==> config.mk <==
export PLATFORM = sky130hd
export DESIGN_NAME = fetch_seq
export DESIGN_NICKNAME = d
export VERILOG_FILES = /design/src/rtl/y86_pkg.sv /design/src/rtl/fetch_assemble.sv /design/src/rtl/fetch_seq.sv
export SDC_FILE = /design/constraint.sdc
export NUM_CORES = 1
export LEC_CHECK = 0
export CAP_MARGIN = 20
export CORE_ASPECT_RATIO = 1.75
export CORE_MARGIN = 8
export CORE_UTILIZATION = 50
export CTS_BUF_LIST = sky130_fd_sc_hd__clkbuf_2
export CTS_CLUSTER_DIAMETER = 30
export CTS_CLUSTER_SIZE = 14
export DETAILED_ROUTE_END_ITERATION = 12
export PLACE_DENSITY_LB_ADDON = 0.12
export SYNTH_ARGS = -nofsm -noshare
export SYNTH_HDL_FRONTEND = slang
export SYNTH_SLANG_ARGS = --single-unit
==> constraint.sdc <==
create_clock -name clk -period 4.03 [get_ports clk]
set_input_delay 0.806 -clock clk [delete_from_list [all_inputs] [get_ports clk]]
set_output_delay 0.806 -clock clk [all_outputs]
set_load 0.005 [all_outputs]
==> src/rtl/y86_pkg.sv <==
// Shared Y86-64 definitions: icode values, status codes and instruction-format helpers.
package y86_pkg;

    localparam int unsigned PC_W      = 64;
    localparam int unsigned BUF_BYTES = 10;

    localparam logic [3:0] HALT   = 4'h0;
    localparam logic [3:0] NOP    = 4'h1;
    localparam logic [3:0] RRMOVQ = 4'h2;
    localparam logic [3:0] IRMOVQ = 4'h3;
    localparam logic [3:0] RMMOVQ = 4'h4;
    localparam logic [3:0] MRMOVQ = 4'h5;
    localparam logic [3:0] OPQ    = 4'h6;
    localparam logic [3:0] JXX    = 4'h7;
    localparam logic [3:0] CALL   = 4'h8;
    localparam logic [3:0] RET    = 4'h9;
    localparam logic [3:0] PUSHQ  = 4'hA;
    localparam logic [3:0] POPQ   = 4'hB;

    typedef enum logic [2:0] {
        AOK = 3'd1,
        HLT = 3'd2,
        ADR = 3'd3,
        INS = 3'd4
    } stat_t;

    // Instruction length in bytes; invalid icodes occupy one byte.
    function automatic logic [3:0] instr_len(input logic [3:0] ic);
        case (ic)
            RRMOVQ, OPQ, PUSHQ, POPQ: instr_len = 4'd2;
            JXX, CALL:                instr_len = 4'd9;
            IRMOVQ, RMMOVQ, MRMOVQ:   instr_len = 4'd10;
            default:                  instr_len = 4'd1;
        endcase
    endfunction

    function automatic logic has_regs(input logic [3:0] ic);
        case (ic)
            RRMOVQ, IRMOVQ, RMMOVQ, MRMOVQ, OPQ, PUSHQ, POPQ: has_regs = 1'b1;
            default:                                          has_regs = 1'b0;
        endcase
    endfunction

    // Byte offset of valC: 1 or 2, or 0 when the instruction has no constant.
    function automatic logic [1:0] valc_off(input logic [3:0] ic);
        case (ic)
            JXX, CALL:              valc_off = 2'd1;
            IRMOVQ, RMMOVQ, MRMOVQ: valc_off = 2'd2;
            default:                valc_off = 2'd0;
        endcase
    endfunction

endpackage

==> src/rtl/fetch_assemble.sv <==
// Instruction byte buffer and field split; uncaptured bytes read as zero.
module fetch_assemble
    import y86_pkg::*;
(
    input  logic        clk,
    input  logic        rst_n,
    input  logic        clear,
    input  logic        wrEn,
    input  logic [3:0]  wrIdx,
    input  logic [7:0]  wrData,
    output logic [3:0]  icode,
    output logic [3:0]  ifun,
    output logic [3:0]  rA,
    output logic [3:0]  rB,
    output logic [63:0] valC
);

    logic [7:0] byteBuf [BUF_BYTES];

    always_ff @(posedge clk or negedge rst_n) begin
        if (!rst_n) begin
            for (int i = 0; i < BUF_BYTES; i++) byteBuf[i] <= 8'h00;
        end else if (clear) begin
            for (int i = 0; i < BUF_BYTES; i++) byteBuf[i] <= 8'h00;
        end else if (wrEn && (wrIdx < 4'(BUF_BYTES))) begin
            byteBuf[wrIdx] <= wrData;
        end
    end

    assign icode = byteBuf[0][7:4];
    assign ifun  = byteBuf[0][3:0];

    // Register specifier defaults to F when the format has no register byte.
    always_comb begin
        rA   = 4'hF;
        rB   = 4'hF;
        valC = '0;
        if (has_regs(byteBuf[0][7:4])) begin
            rA = byteBuf[1][7:4];
            rB = byteBuf[1][3:0];
        end
        case (valc_off(byteBuf[0][7:4]))
            2'd1:    for (int i = 0; i < 8; i++) valC[8*i +: 8] = byteBuf[i+1];
            2'd2:    for (int i = 0; i < 8; i++) valC[8*i +: 8] = byteBuf[i+2];
            default: valC = '0;
        endcase
    end

endmodule

==> src/rtl/fetch_seq.sv <==
// SEQ fetch unit: PC register, byte-serial memory handshake and instruction status.
module fetch_seq
    import y86_pkg::*;
#(
    parameter logic [63:0] PC_RESET = 64'd0
) (
    input  logic        clk,
    input  logic        rst_n,
    input  logic        pc_load,
    input  logic [63:0] new_pc,
    output logic        mem_req,
    output logic [63:0] mem_addr,
    input  logic        mem_ack,
    input  logic [7:0]  mem_rdata,
    input  logic        mem_err,
    output logic [63:0] pc,
    output logic        instr_valid,
    output logic [3:0]  icode,
    output logic [3:0]  ifun,
    output logic [3:0]  rA,
    output logic [3:0]  rB,
    output logic [63:0] valC,
    output logic [63:0] valP,
    output logic [2:0]  stat
);

    typedef enum logic [1:0] {IDLE, FETCH, VALID, STOP} state_t;

    state_t      state;
    logic [63:0] pcReg;
    logic [63:0] valPReg;
    logic [3:0]  byteIdx;
    stat_t       statReg;

    logic [3:0]  bufIcode;
    logic [3:0]  curIcode;
    logic [3:0]  curLen;
    logic        lastByte;
    logic        bufWr;
    logic        bufClr;

    // Byte 0 decides the length in the same cycle it arrives.
    assign curIcode = (byteIdx == 4'd0) ? mem_rdata[7:4] : bufIcode;
    assign curLen   = instr_len(curIcode);
    assign lastByte = (byteIdx + 4'd1) == curLen;
    assign bufWr    = (state == FETCH) && mem_ack && !mem_err;
    assign bufClr   = (state == VALID) && pc_load;

    always_ff @(posedge clk or negedge rst_n) begin
        if (!rst_n) begin
            state   <= IDLE;
            pcReg   <= PC_RESET;
            valPReg <= '0;
            byteIdx <= '0;
            statReg <= AOK;
        end else begin
            case (state)
                IDLE: state <= FETCH;
                FETCH: begin
                    if (mem_ack) begin
                        if (mem_err) begin
                            statReg <= ADR;
                            state   <= STOP;
                        end else begin
                            byteIdx <= byteIdx + 4'd1;
                            if (lastByte) begin
                                valPReg <= pcReg + 64'(curLen);
                                if (curIcode == HALT) begin
                                    statReg <= HLT;
                                    state   <= STOP;
                                end else if (curIcode > POPQ) begin
                                    statReg <= INS;
                                    state   <= STOP;
                                end else begin
                                    statReg <= AOK;
                                    state   <= VALID;
                                end
                            end
                        end
                    end
                end
                VALID: begin
                    if (pc_load) begin
                        pcReg   <= new_pc;
                        valPReg <= '0;
                        byteIdx <= '0;
                        statReg <= AOK;
                        state   <= FETCH;
                    end
                end
                STOP:    state <= STOP;
                default: state <= IDLE;
            endcase
        end
    end

    fetch_assemble uAssemble (
        .clk    (clk),
        .rst_n  (rst_n),
        .clear  (bufClr),
        .wrEn   (bufWr),
        .wrIdx  (byteIdx),
        .wrData (mem_rdata),
        .icode  (bufIcode),
        .ifun   (ifun),
        .rA     (rA),
        .rB     (rB),
        .valC   (valC)
    );

    assign icode       = bufIcode;
    assign mem_req     = (state == FETCH);
    assign mem_addr    = pcReg + 64'(byteIdx);
    assign pc          = pcReg;
    assign valP        = valPReg;
    assign stat        = statReg;
    assign instr_valid = (state == VALID) || (state == STOP);

endmodule

==> summary.txt <==
Run status
  • Outcome: completed

Routing
  • DRT Pass-1 Iters: 5
  • Vias per cell: 5.939
  • Total Routed Length: 49.42 mm
  • Total number of vias: 12,460
  • Antenna Violating Nets Remaining: 0
  • Initial DRC Count: 1,102
  • Wire per inst: 23.56 µm
  • DRC: 0

Place
  • RePlAce Congestion: 0.9940
  • Port Buf Inserts: 353
  • DP Cell Count: 1,979
  • Detailed Place HPWL: 36.14 mm

STA
  • Crit path time final: 3985 ps
  • FMAX: 251.0 MHz
  • Slew Limit Fails: 0
  • Setup repair after global routing missed its margin: yes
  • Slew margin rel.: 41.77%
  • Final Hold Fails: 0
  • Final period utilization: 98.87%
  • Least-Margin Pin Slew: 865.4 ps
  • Final Setup Violations: 0
  • Worst Skew: 121.8 ps

Yosys
  • Synth area leader: dfrtp_1
  • Synth warn: 0
  • Synth area leaders: dfrtp_1, mux2_2, xnor2_1
  • Area share of the largest cell type after synthesis: 43.52%
  • Ys async rst share: 100.0%
  • Register area share after synthesis: 43.73%
  • Cell variety after synth: 57
  • Mapped cell area: 0.01242 mm²
  • Yosys reg bits: 217
  • Cells after synthesis: 1,356
  • Syn Area/Cell: 9.159 µm²
  • Net Count, Synth: 1,451
  • Synth Flop Type: dfrtp_1
  • Post-synth EDFFs: 0

Clocking
  • H-tree levels: 2
  • Cts bufs inserted: 36
  • Clock latency on the worst-skew pair: 880 ps
  • CTS Buffer Depth: 3
  • Root Buffer: clkbuf_2
  • CTS tree: built
  • Total clock sinks: 217
  • Worst-path clk slew: 190 ps

Worst setup path
  • CP startpoint kind: register
  • Critical Path End Type: primary output
  • Maximum fanout along the worst path: 9
  • CP Data Arrival Time: 3180 ps
  • CP Class: reg -> out
  • Worst EP required: 3220 ps

Global routing
  • Initial antenna violation count: 2
  • GR Util All Layers: 31.69%
  • Global-route wire length before repair: 74.53 mm
  • Largest net degree at the start of global routing: 86
  • GR Overflow Total: 0
  • Vias in the first global route: 12,792

Finish
  • Final #Nets: 1,856
  • Final non-filler cell total: 2,098
  • Layout area overhead: 44.59%
  • Fill cells: 1,900
  • Ratio of cells with drive above 1 in the final layout: 22.52%
  • Final Util: 73.19%

Floorplanning
  • Std-Cell Rows: 76
  • Die area: 0.03034 mm²
  • Initial core utilization: 50.62%
  • I/O Pins: 354
  • Die X: 135.1 µm
  • Core ar.: 0.02453 mm²
  • Die Y: 224.5 µm

Power and ir drop
  • P per Cell Area: 437.6 mW/mm²
  • Leak: 7.950 nW
  • Switching Share: 38.55%
  • Share of power burned in registers: 38.8%
  • Switch Pwr: 0.003029 W
  • Total Power: 0.007857 W
  • Combinational Power Share: 41.2%
  • Max VDD drop: 309.8 µV
  • Design internal power: 0.004829 W
  • Clock power share: 20.0%

Worst hold path
  • Hold/Removal Path Class: in -> async

Job
  • MaxCap Viol Count: 0
-- worst max-delay path, stage by stage, from the launching register on --
cell and delay, ps:
dfrtp_1 570, and4_1 300, nand2_1 150, nor4_1 790, nand3_2 160, xnor2_1 180
buf_2 160
-- cells in the mapped netlist (10+ instances only) --
| cell type | number |
|---|---|
| a21oi_1 | 73 |
| a22oi_1 | 65 |
| and3_1 | 16 |
| and4_1 | 10 |
| buf_1 | 16 |
| buf_2 | 16 |
| clkbuf_1 | 84 |
| dfrtp_1 | 216 |
| ha_1 | 16 |
| inv_1 | 24 |
| mux2_2 | 60 |
| mux2i_1 | 17 |
| nand2_1 | 139 |
| nand3_1 | 96 |
| nand4_1 | 34 |
| nor2_1 | 155 |
| nor3_1 | 21 |
| nor4_1 | 14 |
| o21ai_0 | 12 |
| o2bb2ai_1 | 61 |
| or2_2 | 10 |
| xnor2_1 | 71 |
| xor2_1 | 52 |
-- repair_timing --
item / 4_1_cts / 5_1_grt
setup buffers: 37 / 18
gates resized for setup: 180 / 77
pin swaps: 20 / 31
hold endpoints to repair: 53 / 0
endpoints found under the setup margin: 124 / 77
hold buffers: 1 / 0
gates cloned: 0 / 0
-- cell usage in the layout (no fill, tap or decap), types with 60 or more instances in the layout --
cell and n:
nand2_1 137, a22oi_1 65, nand3_1 84, buf_4 121
nor2_1 145, mux2_2 60, o2bb2ai_1 61, clkdlybuf4s50_1 284
a21oi_1 72, dfrtp_1 183, xnor2_1 63
-- metrics by stage --
| stage | setup WS, ps | TNS (ps) | cell area [µm²] | hold WS [ps] |
|---|---|---|---|---|
| 6_report | 45.47 | 0 | 17960 | 457.3 |
| 5_1_grt | -87.78 | -321.4 | 17960 | 460.8 |
| 3_5_place_dp | 67.34 | 0 | 16560 | 472.8 |
| 4_1_cts | -61.04 | -86.15 | 17630 | 428.0 |
| 3_3_place_gp | 132.4 | 0 | 16560 | 469.8 |
| 2_1_floorplan | 383.5 | 0 | 12420 | 479.4 |
-- final cells by class --
class	instances	area, µm²	share of cell area, %
Multi-Input combinational cell	990	6895	38.40
Sequential cell	217	5473	30.48
Timing Repair Buffer	492	4639	25.84
Tap cell	312	390.4	2.174
Clock inverter	22	266.5	1.484
Clock buffer	40	200.2	1.115
Inverter	24	90.09	0.5017
Antenna cell	1	2.502	0.01394
-- flip-flops by register name, indices dropped and copies added, names as in the netlist --
name and cells:
byteIdx 4, uAssemble.icode 4, uAssemble.byteBuf 72, uAssemble.ifun 4
state 2, stat 3, valP 64, pc 64
-- routing by layer --
metal	share of wire, %	vias to the layer above	wire, µm	global-route usage (%)
li1	-	5563	-	-
met1	32	6056	15950	31.50
met2	52	657	25590	56.63
met3	8.4	182	4176	8.199
met4	7.5	2	3702	20.84
met5	0.022	-	11	0
-- power by group through the flow --
stage                     clock [W]  combinational [W]  sequential (W)
after CTS                   0.00160            0.00318         0.00303
after global placement            0            0.00287         0.00306
final                       0.00157            0.00324         0.00305
after floorplan                   0            0.00157         0.00291
after global routing        0.00169            0.00348         0.00309
after detailed placement          0            0.00293         0.00308
-- cell families after synthesis --
logic type | Yosys count | synth area share, %
DFF | 217 | 43.73
AOI/OAI and AO/OA | 242 | 13.61
muxes | 82 | 7.324
buffers and inverters | 149 | 4.916
and+or+nand+nor | 525 | 19.81
xor gates and xnor gates | 123 | 8.674
adders and majority gates | 18 | 1.934
-- path summary, 6_finish.rpt --
kind                             from           end  slack, ps  cells after the start
setup reg to reg           byteIdx[0]      valP[54]        130                     16
hold reg to reg              valP[46]      valP[46]        510                      1
setup / recovery               pc[33]  mem_addr[58]         50                      6
min in group clk           new_pc[30]        pc[30]        510                      3
max in group asynchronous       rst_n        pc[51]       2520                      3
hold / removal                  rst_n      valP[18]        460                      2
No activity file was read; power rests on OpenSTA's default activity.
==> RTL change, RTL diff (same settings) <==
Change the package constant `BUF_BYTES` from 10 to 9.
--- a/src/rtl/y86_pkg.sv
+++ b/src/rtl/y86_pkg.sv
@@ -2,7 +2,7 @@
 package y86_pkg;
 
     localparam int unsigned PC_W      = 64;
-    localparam int unsigned BUF_BYTES = 10;
+    localparam int unsigned BUF_BYTES = 9;
 
     localparam logic [3:0] HALT   = 4'h0;
     localparam logic [3:0] NOP    = 4'h1;
Function: changed (a bounded check fails within 4 cycles, from zero or initial values and one cycle with rst_n low).
==> RTL change against the unedited design <==
- the flow now finishes with violations (negative setup slack)
- synthesized area fell by 0.86%
- setup slack got worse by 0.19 ns
- total power fell by 1.3%
- utilization fell by 0.38 points
- design area fell by 0.90%
- first-iteration DRC count fell by 27%
- sequential cell count fell by 8
- wire length rose by 0.73%
==> RTL change: results (changes against the unedited design) <==
stage	metric	value	unit	change
drt	Detailed Route Iter0 Violations	806		was 1102
setup_path	crit-path max cell delay	0.64	ns	was 0.79 ns
setup_path	Slowest-stage cell, CP	or4_4		was nor4_1
cells_and_area	Finished Layout Cells	2078		was 2098
synth	top cells by area, synth	dfrtp_1, mux2_2, xnor2_1		unchanged
synth	sequential fraction of the synthesis area	42.49	%	was 43.73%
power_and_ir_drop	Max IR drop VDD	0.3121	mV	was 0.3098 mV
power_and_ir_drop	leak pwr	7.901	nW	was 7.950 nW
sta	Worst slew margin	49.14	%	was 41.77%
global_routing	initial antenna violation count	2		unchanged
synth	Synth cell types	61		was 57
sta	final setup vio count	10		was 0
drt	drt wl/cell	23.96	um	was 23.56 um
placement	post-DP HPWL	36.61	mm	was 36.14 mm
clock_tree	clk slew on worst S/H paths	0.17	ns	was 0.19 ns
power_and_ir_drop	Internal	4.714	mW	was 4.829 mW
cells_and_area	fill count	1962		was 1900
global_routing	largest net degree at the start of global routing	83		was 86
placement	pre-CTS setup slack	0.05777	ns	was 0.06734 ns
setup_path	Critical Path AT	3.37	ns	was 3.18 ns
sta	clock skew	0.08098	ns	was 0.1218 ns
clock_tree	TritonCTS Buffers	36		unchanged
placement	placed instance count	1964		was 1979
global_routing	vias in the first global route	12570		was 12790
synth	Commonest cells post-synth	dfrtp_1, nor2_1, nand2_1, xnor2_1, nand3_1		was dfrtp_1, nor2_1, nand2_1, nand3_1, clkbuf_1
placement	RePlAce Congestion	0.9630		was 0.9940
cells_and_area	layout cells sized above 1	23.70	%	was 22.52%
global_routing	GR Util All Layers	32.20	%	was 31.69%
synth	Syn Inst Count	1328		was 1356
placement	Post-DP Area	0.01641	mm^2	was 0.01656 mm^2
sta	setup slack after layout	-0.1473	ns	was 0.04547 ns
synth	net count of the mapped netlist	1423		was 1451
run_status	status	finished, violations left		was finished clean
global_routing	first-pass GRT wire length	74.74	mm	was 74.53 mm
drt	vias post-DR	12200		was 12460
setup_path	Max Fanout on Critical Path	7		was 9
run_status	failing checks	negative setup slack		
cells_and_area	final net count	1834		was 1856
## RTL change: changes by cell type after synthesis, sizes merged, moves of 12 or more
cell | before | now
o21ai | 16 | 28
nand2 | 139 | 126
buf | 40 | 66
nand3 | 96 | 73
clkbuf | 85 | 55
nor2 | 155 | 138
## RTL change: power groups by stage
stage / clock network (mW) / logic (mW) / registers [mW]
2_1_floorplan: 0 / 1.65 / 2.67
3_3_place_gp: 0 / 2.67 / 2.79
3_5_place_dp: 0 / 2.72 / 2.80
4_1_cts: 1.63 / 3.31 / 2.75
5_1_grt: 1.70 / 3.64 / 2.79
6_report: 1.60 / 3.39 / 2.76
## RTL change: area by class of cell
type                       count  area [um^2]  share of cell area, %
antenna                        2        5.005                0.02812
tap                          312        390.4                  2.194
timing repair buffer         494         4652                  26.14
clock inverter                25        291.5                  1.638
multi-input combinational    973         6917                  38.87
clock buffer                  38        190.2                  1.069
sequential                   209         5256                  29.54
inverter                      25        93.84                 0.5273
## RTL change: repair_timing
action                                  4_1_cts  5_1_grt
endpoints found under the setup margin      123       76
cloned                                        5        0
hold endpoints to repair                     60        0
pin swaps                                    27       24
resized for setup                           262       87
hold buffers                                  1        0
setup buffers                                28       18
## RTL change: logic make-up (layout without fill, tap and decap cells)
family                   count (synthesis)  count (layout)  share of synthesized area, %
AO/OA/AOI/OAI                          240             240                         13.61
XOR/XNOR                               123             123                         8.749
adder cells (fa/ha/maj)                 18              18                         1.951
buffers and inverters                  146             582                         5.609
flip-flops                             209             209                         42.49
multiplexers                            85              85                         7.570
other                                    0               2                             0
AND/OR/NAND/NOR                        507             507                         20.03
## RTL change: layer usage
| layer | track usage, % | part of all wire, % | up-vias |
|---|---|---|---|
| li1 | - | - | 5510 |
| met1 | 32.52 | 34 | 5990 |
| met2 | 57.48 | 52 | 544 |
| met3 | 7.201 | 6.8 | 156 |
| met4 | 21.88 | 7.2 | 0 |
| met5 | 0 | 0 | - |
## RTL change: metrics by stage
step | util [%] | TNS, ns
after floorplan | - | 0
after global placement | 67.15 | 0
after detailed placement | 67.15 | 0
after CTS | 71.54 | -0.6224
after global routing | 72.82 | -2.156
final | 72.82 | -0.6250
## RTL change: path summary, 6_finish.rpt
kind                            cells after the start      endpoint  slack (ns)        from
max in group asynchronous                           3        pc[29]        2.60       rst_n
worst min-delay path                                2      valP[17]        0.46       rst_n
worst max-delay path                                8  mem_addr[44]       -0.15      pc[23]
worst min register to register                      1      valP[20]        0.50    valP[20]
min in group clk                                    1      valP[20]        0.50    valP[20]
worst max register to register                     19      valP[40]        0.28  byteIdx[0]
## RTL change: critical path, delay by kind of cell (launching register included)
kind | cells | cell delay (ns)
XOR/XNOR | 1 | 0.12
flip-flops | 1 | 0.46
AND/OR/NAND/NOR | 5 | 1.61
buffers and inverters | 2 | 0.30
